--- src/rtl/pkt_rr_arbiter.sv ---
// pkt_rr_arbiter: packet-granular round-robin merge of NUM_PORTS FWFT FIFOs onto one output stage.
// Optional per-port completed-packet counters on pkt_cnt when MERGE_PKT_CNT_EN is defined.
module pkt_rr_arbiter #(
  parameter int NUM_PORTS = 4,
  parameter int DATA_WIDTH = 64,
  parameter int CTRL_WIDTH = 8,
  parameter int CNT_WIDTH = 16,
  localparam int GW = NUM_PORTS > 1 ? $clog2(NUM_PORTS) : 1
) (
  input  logic                             clk,
  input  logic                             reset,
  input  logic [NUM_PORTS*DATA_WIDTH-1:0]  in_data,
  input  logic [NUM_PORTS*CTRL_WIDTH-1:0]  in_ctrl,
  input  logic [NUM_PORTS-1:0]             in_empty,
  output logic [NUM_PORTS-1:0]             in_rd_en,
  output logic [DATA_WIDTH-1:0]            out_data,
  output logic [CTRL_WIDTH-1:0]            out_ctrl,
  output logic                             out_wr,
  input  logic                             out_rdy,
  output logic [GW-1:0]                    grant_id,
  output logic                             busy
`ifdef MERGE_PKT_CNT_EN
  ,
  output logic [NUM_PORTS*CNT_WIDTH-1:0]   pkt_cnt
`endif
);
  typedef enum logic [1:0] {IDLE, HDR, PAYLOAD} state_t;
  state_t state;
  logic [GW-1:0] next_id;
  logic found;
  logic pop;
  logic last_pop;
  logic [DATA_WIDTH-1:0] head_data;
  logic [CTRL_WIDTH-1:0] head_ctrl;
  assign busy = state != IDLE;
  assign head_data = in_data[grant_id*DATA_WIDTH +: DATA_WIDTH];
  assign head_ctrl = in_ctrl[grant_id*CTRL_WIDTH +: CTRL_WIDTH];
  assign pop = busy & ~reset & out_rdy & ~in_empty[grant_id];
  assign last_pop = pop & (state == PAYLOAD) & (head_ctrl != '0);
  assign in_rd_en = pop ? NUM_PORTS'(1) << grant_id : '0;
  // descending scan so the port closest after grant_id is the last (winning) assignment
  always_comb begin
    next_id = grant_id;
    found = 1'b0;
    for (int k = NUM_PORTS; k >= 1; k--) begin
      if (!in_empty[(int'(grant_id) + k) % NUM_PORTS]) begin
        found = 1'b1;
        next_id = GW'((int'(grant_id) + k) % NUM_PORTS);
      end
    end
  end
  always_ff @(posedge clk) begin
    if (reset) begin
      state <= IDLE;
      grant_id <= GW'(NUM_PORTS - 1);
      out_wr <= 1'b0;
      out_data <= '0;
      out_ctrl <= '0;
    end else begin
      out_wr <= pop;
      if (pop) begin
        out_data <= head_data;
        out_ctrl <= head_ctrl;
      end
      if (state == IDLE && found) begin
        grant_id <= next_id;
        state <= HDR;
      end else if (pop && state == HDR && head_ctrl == '0) begin
        state <= PAYLOAD;
      end else if (last_pop) begin
        state <= IDLE;
      end
    end
  end
`ifdef MERGE_PKT_CNT_EN
  logic [CNT_WIDTH-1:0] cnt [NUM_PORTS];
  always_ff @(posedge clk) begin
    if (reset) begin
      for (int i = 0; i < NUM_PORTS; i++) cnt[i] <= '0;
    end else if (last_pop) begin
      cnt[grant_id] <= cnt[grant_id] + 1'b1;
    end
  end
  for (genvar i = 0; i < NUM_PORTS; i++) begin : g_cnt
    assign pkt_cnt[i*CNT_WIDTH +: CNT_WIDTH] = cnt[i];
  end
`endif
endmodule

--- config.mk ---
export PLATFORM = sky130hd
export DESIGN_NAME = pkt_rr_arbiter
export DESIGN_NICKNAME = d
export VERILOG_FILES = /design/src/rtl/pkt_rr_arbiter.sv
export SDC_FILE = /design/constraint.sdc
export NUM_CORES = 1
export LEC_CHECK = 0
export ABC_AREA = 0
export CORE_AREA = 2 2 145 147
export DETAILED_ROUTE_END_ITERATION = 7
export DIE_AREA = 0 0 147 149
export PLACE_DENSITY = 0.7
export SYNTH_ARGS = -nofsm -noshare
export SYNTH_HDL_FRONTEND = slang
export SYNTH_SLANG_ARGS = --single-unit
export TNS_END_PERCENT = 50
--- constraint.sdc ---
create_clock -name clk -period 3.3 [get_ports clk]
set_input_delay 0.66 -clock clk [delete_from_list [all_inputs] [get_ports clk]]
set_output_delay 0.66 -clock clk [all_outputs]
set_load 0.02 [all_outputs]
[Yosys cells after proc, flatten, opt, wreduce, memory -nomap -nowiden]
Index checks and enable logic that the tools add are counted.
Storage, ports and cells
  flip-flop bits (word level): 77
  input port bits: 295
  output and inout port bits: 80
  logic and storage cells: 73
Operators by class
  $add $sub $neg: 4
  magnitude comparators: 5
  equality and inequality tests: 3
  shifts and indexed selects: 3
  mux-type cells: 26
  bitwise gates (word level): 11
  reductions and logical operators: 15
Operator list (number)
  variable part select 256 x 9 -> 64 bit: 1
  variable part select 32 x 6 -> 8 bit: 1
  less-than comparator 3 x 4 -> 1 bit, second input constant: 4
  2-to-1 mux 1 bit: 14
  2-to-1 mux 2 bit: 6
  binary-select mux 1 bit (select 2 bit): 5
  OR reduction 2 bit: 5
  zero test 8 bit: 1
  nonzero test 8 bit: 1
  bitwise AND 1 bit: 5
  adder 2 x 1 -> 2 bit, second input constant: 2
  adder 2 bit, second input constant: 2
  bitwise AND 1 bit, first input constant: 4
  2-to-1 mux 4 bit: 1
  != test 4 bit, second input constant: 1
  nonzero test 2 bit: 2
  << shifter 1 x 2 -> 4 bit, first input constant: 1
  logical AND 1 bit: 3
  less-than comparator 2 x 3 -> 1 bit, second input constant: 1
  nonzero test 3 bit: 1
  == test 2 x 1 -> 1 bit, second input constant: 1
  == test 2 bit, second input constant: 1
  zero test 2 bit: 1
  inverter 1 bit: 2
  AND reduction 2 bit: 1

[Logic depth before layout (Yosys ltp)]
Gate-level depths: netlist of run 1.
  word-level depth: 12
  mapped depth: 9
  mapped depth without buffers: 6

[Least setup slack after synthesis of run 1]
Ideal clock, no wire load.
  path kind: input-to-output
  from: input in_empty[3]
  to: output in_rd_en[0]
  arrival: 2057 ps
  required time: 2640 ps
  path slack: 583 ps
  stages: 6
  path buffers: 2
  cells stage by stage: mux4_2 > or3_1 > buf_4 > clkinv_4 > buf_6 > and2_1
Between the ends
  cells in the longest elaborated chain, start to end: 5
RTL lines
  from (decl): line 14  | input logic [NUM_PORTS-1:0] in_empty,
  binary-select mux 1 bit (select 2 bit): line 38  | assign pop = busy & ~reset & out_rdy & ~in_empty[grant_id];
  2-to-1 mux 1 bit (implied by the code): line 38
  inverter 1 bit: line 38
  bitwise AND 1 bit: line 38
  2-to-1 mux 4 bit: line 40  | assign in_rd_en = pop ? NUM_PORTS'(1) << grant_id : '0;
  to (decl): line 15  | output logic [NUM_PORTS-1:0] in_rd_en,
Every way passes these cells. The select of a mux whose other input is x is not followed.

[Worst setup path in the final report of run 1]
  from: input in_empty[3]
  to: output in_rd_en[1]
The elaborated chain is that of the path after synthesis.

==> results of run 1 <==
[area by class of cell]
type,count,area share [%]
Timing Repair Buffer,385,42.2
Multi-Input combinational cell,324,32.8
Sequential cell,77,17.1
Tap cell,275,3.80
Clock buffer,13,3.00
Clock inverter,3,0.719
Inverter,6,0.304
Antenna cell,2,0.0553
[sequential cells by signal, indices dropped and copies added, names as in the netlist]
signal	count
state	2
out_wr	1
grant_id	2
out_data	64
out_ctrl	8
[through the flow]
stage | TNS [ns] | worst slack (ns) | cells | hold slack, ns | cell area (sq um)
6_report | 0 | 0.0665 | 1085 | 0.452 | 9050
5_1_grt | -0.00626 | -0.00626 | 1083 | 0.467 | 9050
4_1_cts | 0 | 0.00989 | 1083 | 0.455 | 9060
3_5_place_dp | -1.03 | -0.253 | 1067 | 0.446 | 8730
3_3_place_gp | -0.839 | -0.213 | 1067 | 0.440 | 8730
2_1_floorplan | 0 | 0.583 | 448 | 0.487 | 4740
[power by group]
group	internal, mW	switching [mW]	total (mW)
sequential	0.969	0.0218	0.991
combinational	0.722	0.444	1.17
clock	0.730	0.408	1.14
total	2.42	0.874	3.29
[cell families after synthesis]
| logic type | Yosys count | synth area share [%] |
|---|---|---|
| AOI/OAI and AO/OA | 85 | 11.1 |
| adders and majority gates | 4 | 1.06 |
| buffers and inverters | 47 | 4.88 |
| DFF | 77 | 32.5 |
| muxes | 77 | 36.1 |
| and+or+nand+nor | 158 | 14.3 |
[path summary, 6_finish.rpt]
| check | end | slack [ns] | cells after the start | start |
|---|---|---|---|---|
| setup / recovery | in_rd_en[1] | 0.07 | 6 | in_empty[3] |
| hold / removal | out_data[1] | 0.45 | 2 | out_data[1] |
| setup reg to reg | out_data[7] | 0.65 | 6 | grant_id[1] |
| hold reg to reg | out_data[1] | 0.45 | 2 | out_data[1] |
[layout by cell type (no fill, tap or decap), drive strengths merged, types with 2 or more instances in the layout]
master and instances:
mux2 2, o211ai 3, nor4 2, diode 2, bufinv 2, mux4 75, clkbuf 16, and2 4
nand2b 2, clkinv 2, nand2 144, a21oi 75, inv 5, dfxtp 77, buf 12, clkdlybuf4s50 369
ha 4
[worst max-delay path, cell delays in order]
cell	delay, ns
clkdlybuf4s50_1	0.42
mux4_2	0.49
or3_2	0.52
clkinv_4	0.08
and2_1	0.12
clkdlybuf4s15_1	0.29
[repair_timing]
item | in CTS | in global routing
setup buffers | 0 | 0
setup endpoints to repair | 4 | 4
hold buffers | 0 | 0
resized for setup | 4 | 7
gates cloned | 0 | 0
[layer usage]
layer  vias up  share of wire [%]  GRT usage, %
li1       2360                  -             -
met1      2418                 41          21.7
met2       212                 49          29.0
met3        25                8.0          5.17
met4         4                1.8          5.38
met5         -               0.16             0
==> flow_summary.ini, run 1 <==
[detailed_routing]
vias = 5019
first_pass_iters = 4
drc = 0
wl_microns = 19700
avgRoutedWirePerCell_microns = 18.1
via_per_inst = 4.63
ant_nets = 0
drtIter0Drc = 211

[worst_setup_path]
start_kind = input pin
path_max_fanout = 5
end_kind = output pin
critPathKind = input pin to output pin
worstPathArrival_ns = 2.57
critPathRequiredTime_ns = 2.64

[floorplan]
dieWidth_microns = 147
pin_count = 375
core-area_sq_um = 20600
rows = 53
die_area_sq_um = 21900
die_y_microns = 149
initial_core_util_pct = 23.1

[timing]
rsz0062_at_grt = yes
fin_crit_sh_pct = 98.0
fin_crit_ns = 3.23
setup_viol = 0
fin_skew_ns = 0.00828
fmax_ghz = 0.309
finalHoldViolations = 0
slew_headroom_pct = 28.6
worst-slew-pin-transition_ns = 1.07
drv_slew = 0

[logic_synthesis]
yosysMostFrequentCell = nand2_1
async_flop_share_pct = 0
synth_area_per_cell_sq_um = 10.6
syn_inst = 448
netlist.area_leader.share_pct = 35.6
synth-main-ff-cell = dfxtp_1
ys_seq_area_share_pct = 32.5
synth-edff-count = 0
ys_warn_count = 0
syn_area_sq_um = 4740
synth_top_area_cell = mux4_2
ys_top_cells_by_count = nand2_1, dfxtp_1, mux4_2
synth-seq-cells = 77
yosysUniqueCellTypes = 32
yosys-top-cells-area = mux4_2, dfxtp_1, nand2_1
synthesis.nets = 747

[hold_path]
worstHoldPathType = register to register

[grt]
grt_use_total_pct = 17.3
grt-ovfl-total = 0
grt_first_pass_wirelength_microns = 29100
grt_pass1_vias = 5014
grt_max_degree = 83
antenna_found_initial = 4

[finish]
syn_to_final_growth_pct = 90.9
fin_util_pct = 44.0
multi_input_area_sq_um = 2970
regArea_sq_um = 1550
fill_cells = 1970
num-nets-final = 1102
drive_gt1_share_pct = 18.6

[power_and_ir_drop]
power_density_nw_per_um2 = 364
p_leak_nw = 3.13
max-vdd-ir-drop_mv = 0.225
power_mw = 3.29

[clock_tree]
clockRootBuffer = clkbuf_16
htree_levels = 3
cts_made_buffers = 9
insertion_delay_ns = 0.34
cts_tree = built
cts.path.max_buffers = 2
cts_sinks = 77
clk_pin_slew_ns = 0.06

[placed_design]
io_buffers = 374
routabilityCongestion = 0.819
dp_hpwl_microns = 15000

[run_status]
status = finished clean

[job]
drv_cap = 0
No activity file was read; power rests on OpenSTA's default activity.
==> run 2: changes to the inputs <==
--- a/config.mk
+++ b/config.mk
@@ -5,11 +5,11 @@
 export SDC_FILE = /design/constraint.sdc
 export NUM_CORES = 1
 export LEC_CHECK = 0
-export ABC_AREA = 0
+export ABC_AREA = 1
 export CORE_AREA = 2 2 145 147
 export DETAILED_ROUTE_END_ITERATION = 7
 export DIE_AREA = 0 0 147 149
-export PLACE_DENSITY = 0.7
+export PLACE_DENSITY = 0.71
 export SYNTH_ARGS = -nofsm -noshare
 export SYNTH_HDL_FRONTEND = slang
 export SYNTH_SLANG_ARGS = --single-unit
==> flow_summary.ini, run 2 <==
[finish]
final_cells = 1412
drive_gt1_share_pct = 3.08
layout_common_cells = clkdlybuf4s50_1, nor2_1, o21ai_0, dfxtp_1, nand2_1
num-nets-final = 1432
syn_to_final_growth_pct = 85.0
reg_top3 = out_data: 64 flops, out_ctrl: 8 flops
fin_area_sq_um = 9040
largest_reg_flops = 64
diodes = 0
layout_commonest_cell = clkdlybuf4s50_1
largest_register = out_data

[power_and_ir_drop]
clockPowerShare_pct = 19.7
p_int_mw = 2.92
max-vdd-ir-drop_mv = 0.720
switching_power_mw = 2.39
power_density_nw_per_um2 = 587
seqPwrFrac_pct = 21.4
combPwrFrac_pct = 58.9
power_mw = 5.31
p_leak_nw = 3.36
p_sw_share_pct = 45.0

[grt]
grt_max_degree = 80
grt_pass1_vias = 6128
antenna_found_initial = 0
grt_first_pass_wirelength_microns = 32400
grt_use_total_pct = 18.4
grt-ovfl-total = 0

[clock_tree]
cts.path.max_buffers = 2
cts_sinks = 77
cts_tree = built
cts_made_buffers = 9
insertion_delay_ns = 0.34
htree_levels = 3
cts_hold_buf = 0
clk_pin_slew_ns = 0.06
postCtsSetupBuffers = 0
clockRootBuffer = clkbuf_16
cts_resized = 0

[logic_synthesis]
netlist.area_leader.share_pct = 31.5
yosysMostFrequentCell = nor2_1
synth-edff-count = 0
yosysUniqueCellTypes = 19
synth_top_area_cell = dfxtp_1
yosys-top-cells-area = dfxtp_1, nor2_1, o21ai_0
ys_warn_count = 0
ys_seq_area_share_pct = 31.5
syn_area_sq_um = 4890
ys_top_cells_by_count = nor2_1, o21ai_0, dfxtp_1
synth-main-ff-cell = dfxtp_1
synth_area_per_cell_sq_um = 6.04
synth-seq-cells = 77
async_flop_share_pct = 0
syn_inst = 809
synthesis.nets = 1108

[timing]
worst-slew-pin-transition_ns = 0.829
rsz0062_at_grt = no
fmax_ghz = 0.341
fin_skew_ns = 0.00850
drv_slew = 0
fin_crit_ns = 2.93
setup_viol = 0
finalHoldViolations = 0
holdWs_ns = 0.487
fin_crit_sh_pct = 88.9
finalSetupTns_ns = 0
slew_headroom_pct = 44.7

[worst_setup_path]
path_max_fanout = 7
path_buf_inv = 3
reg2reg_to = state[1]
reg2reg_slack_ns = 1.35
start_kind = input pin
end_kind = output pin
slowest_stage = clkdlybuf4s50_1
worstRegToRegCells = 10
reg2reg_from = grant_id[0]
crit_path_cell_trace = clkdlybuf4s50_1, inv_2, nand2_1, nor2_1, nand2_2, nor2_1, clkdlybuf4s50_1
slowest_delay_ns = 0.61
path_delay_family = buffers and inverters
worstPathArrival_ns = 2.27
critPathRequiredTime_ns = 2.64
critPathKind = input pin to output pin

[detailed_routing]
first_pass_iters = 5
ant_nets = 0
drc = 0
via_per_inst = 4.64
wl_microns = 21200
vias = 6546
drtIter0Drc = 347
avgRoutedWirePerCell_microns = 15.0

[hold_path]
hold_start = state[0]
min_to = state[0]
worstHoldPathType = register to register
min_path_cells = 2

[floorplan]
core-area_sq_um = 20600
pin_count = 375
rows = 53
initial_core_util_pct = 23.8
dieWidth_microns = 147
die_area_sq_um = 21900
die_y_microns = 149

[job]
drv_cap = 0

[placed_design]
io_buffers = 374
routabilityCongestion = 0.875
dp_cells = 1397
place_area_sq_um = 8730
dp_hpwl_microns = 15300

[run_status]
status = finished clean
[run 2: final cells by class]
class	count	area [sq um]
timing repair buffer	385	3850
clock inverter	3	42.5
tap	275	344
clock buffer	12	268
inverter	12	50.0
fill	2123	11500
sequential	77	1550
multi-input combinational	648	2940
[run 2: layer usage]
metal	share of wire (%)	wire, microns	global-route usage [%]	up-vias
li1	-	-	-	3377
met1	42	8960	22.9	2865
met2	48	10100	30.8	259
met3	7.0	1480	4.07	45
met4	3.1	664	7.84	0
met5	0	0	0	-
[run 2: kinds of logic after synthesis]
| kind of cell | after synthesis | synth area share [%] |
|---|---|---|
| AOI/OAI and AO/OA | 278 | 30.1 |
| adders and majority gates | 4 | 1.02 |
| buffers and inverters | 84 | 8.32 |
| DFF | 77 | 31.5 |
| and+or+nand+nor | 366 | 29.0 |
[run 2: power by group through the flow]
| stage | Combinational (mW) | Sequential (mW) | Clock [mW] |
|---|---|---|---|
| 6_report | 3.13 | 1.14 | 1.04 |
| 5_1_grt | 3.51 | 1.15 | 1.12 |
| 4_1_cts | 3.14 | 1.14 | 1.09 |
| 3_5_place_dp | 3.13 | 1.16 | 0 |
| 3_3_place_gp | 3.12 | 1.15 | 0 |
| 2_1_floorplan | 2.03 | 1.24 | 0 |
[run 2: worst register-to-register path, delay by kind of cell (launching register included)]
family | cells | cell delay [ns]
flops | 1 | 0.44
simple gates | 8 | 0.69
buf+inv | 2 | 0.72
[run 2: how the worst max path moves through the flow]
stage                 from     endpoint  slack, ns  cells after the start
6_report             reset  in_rd_en[3]       0.37                      7
3_5_place_dp         reset  in_rd_en[3]       0.40                      7
3_3_place_gp         reset  in_rd_en[1]       0.40                      7
4_1_cts              reset  in_rd_en[3]       0.38                      7
2_1_floorplan  grant_id[0]  in_rd_en[0]        1.0                      9
5_1_grt              reset  in_rd_en[1]       0.27                      7
[run 2: per-stage QoR]
stage / utilization, % / worst slack (ns)
after floorplan: - / 0.996
after global placement: 42.5 / 0.403
after detailed placement: 42.5 / 0.396
after CTS: 44.0 / 0.384
after global routing: 44.0 / 0.273
final: 44.0 / 0.366
==> run 3: changes to the inputs <==
--- a/config.mk
+++ b/config.mk
@@ -10,6 +10,7 @@
 export DETAILED_ROUTE_END_ITERATION = 7
 export DIE_AREA = 0 0 147 149
 export PLACE_DENSITY = 0.71
+export SETUP_SLACK_MARGIN = 0.02
 export SYNTH_ARGS = -nofsm -noshare
 export SYNTH_HDL_FRONTEND = slang
 export SYNTH_SLANG_ARGS = --single-unit
==> results of run 3 <==
No change in the layout: final DEF, timing and power equal those of run 2.
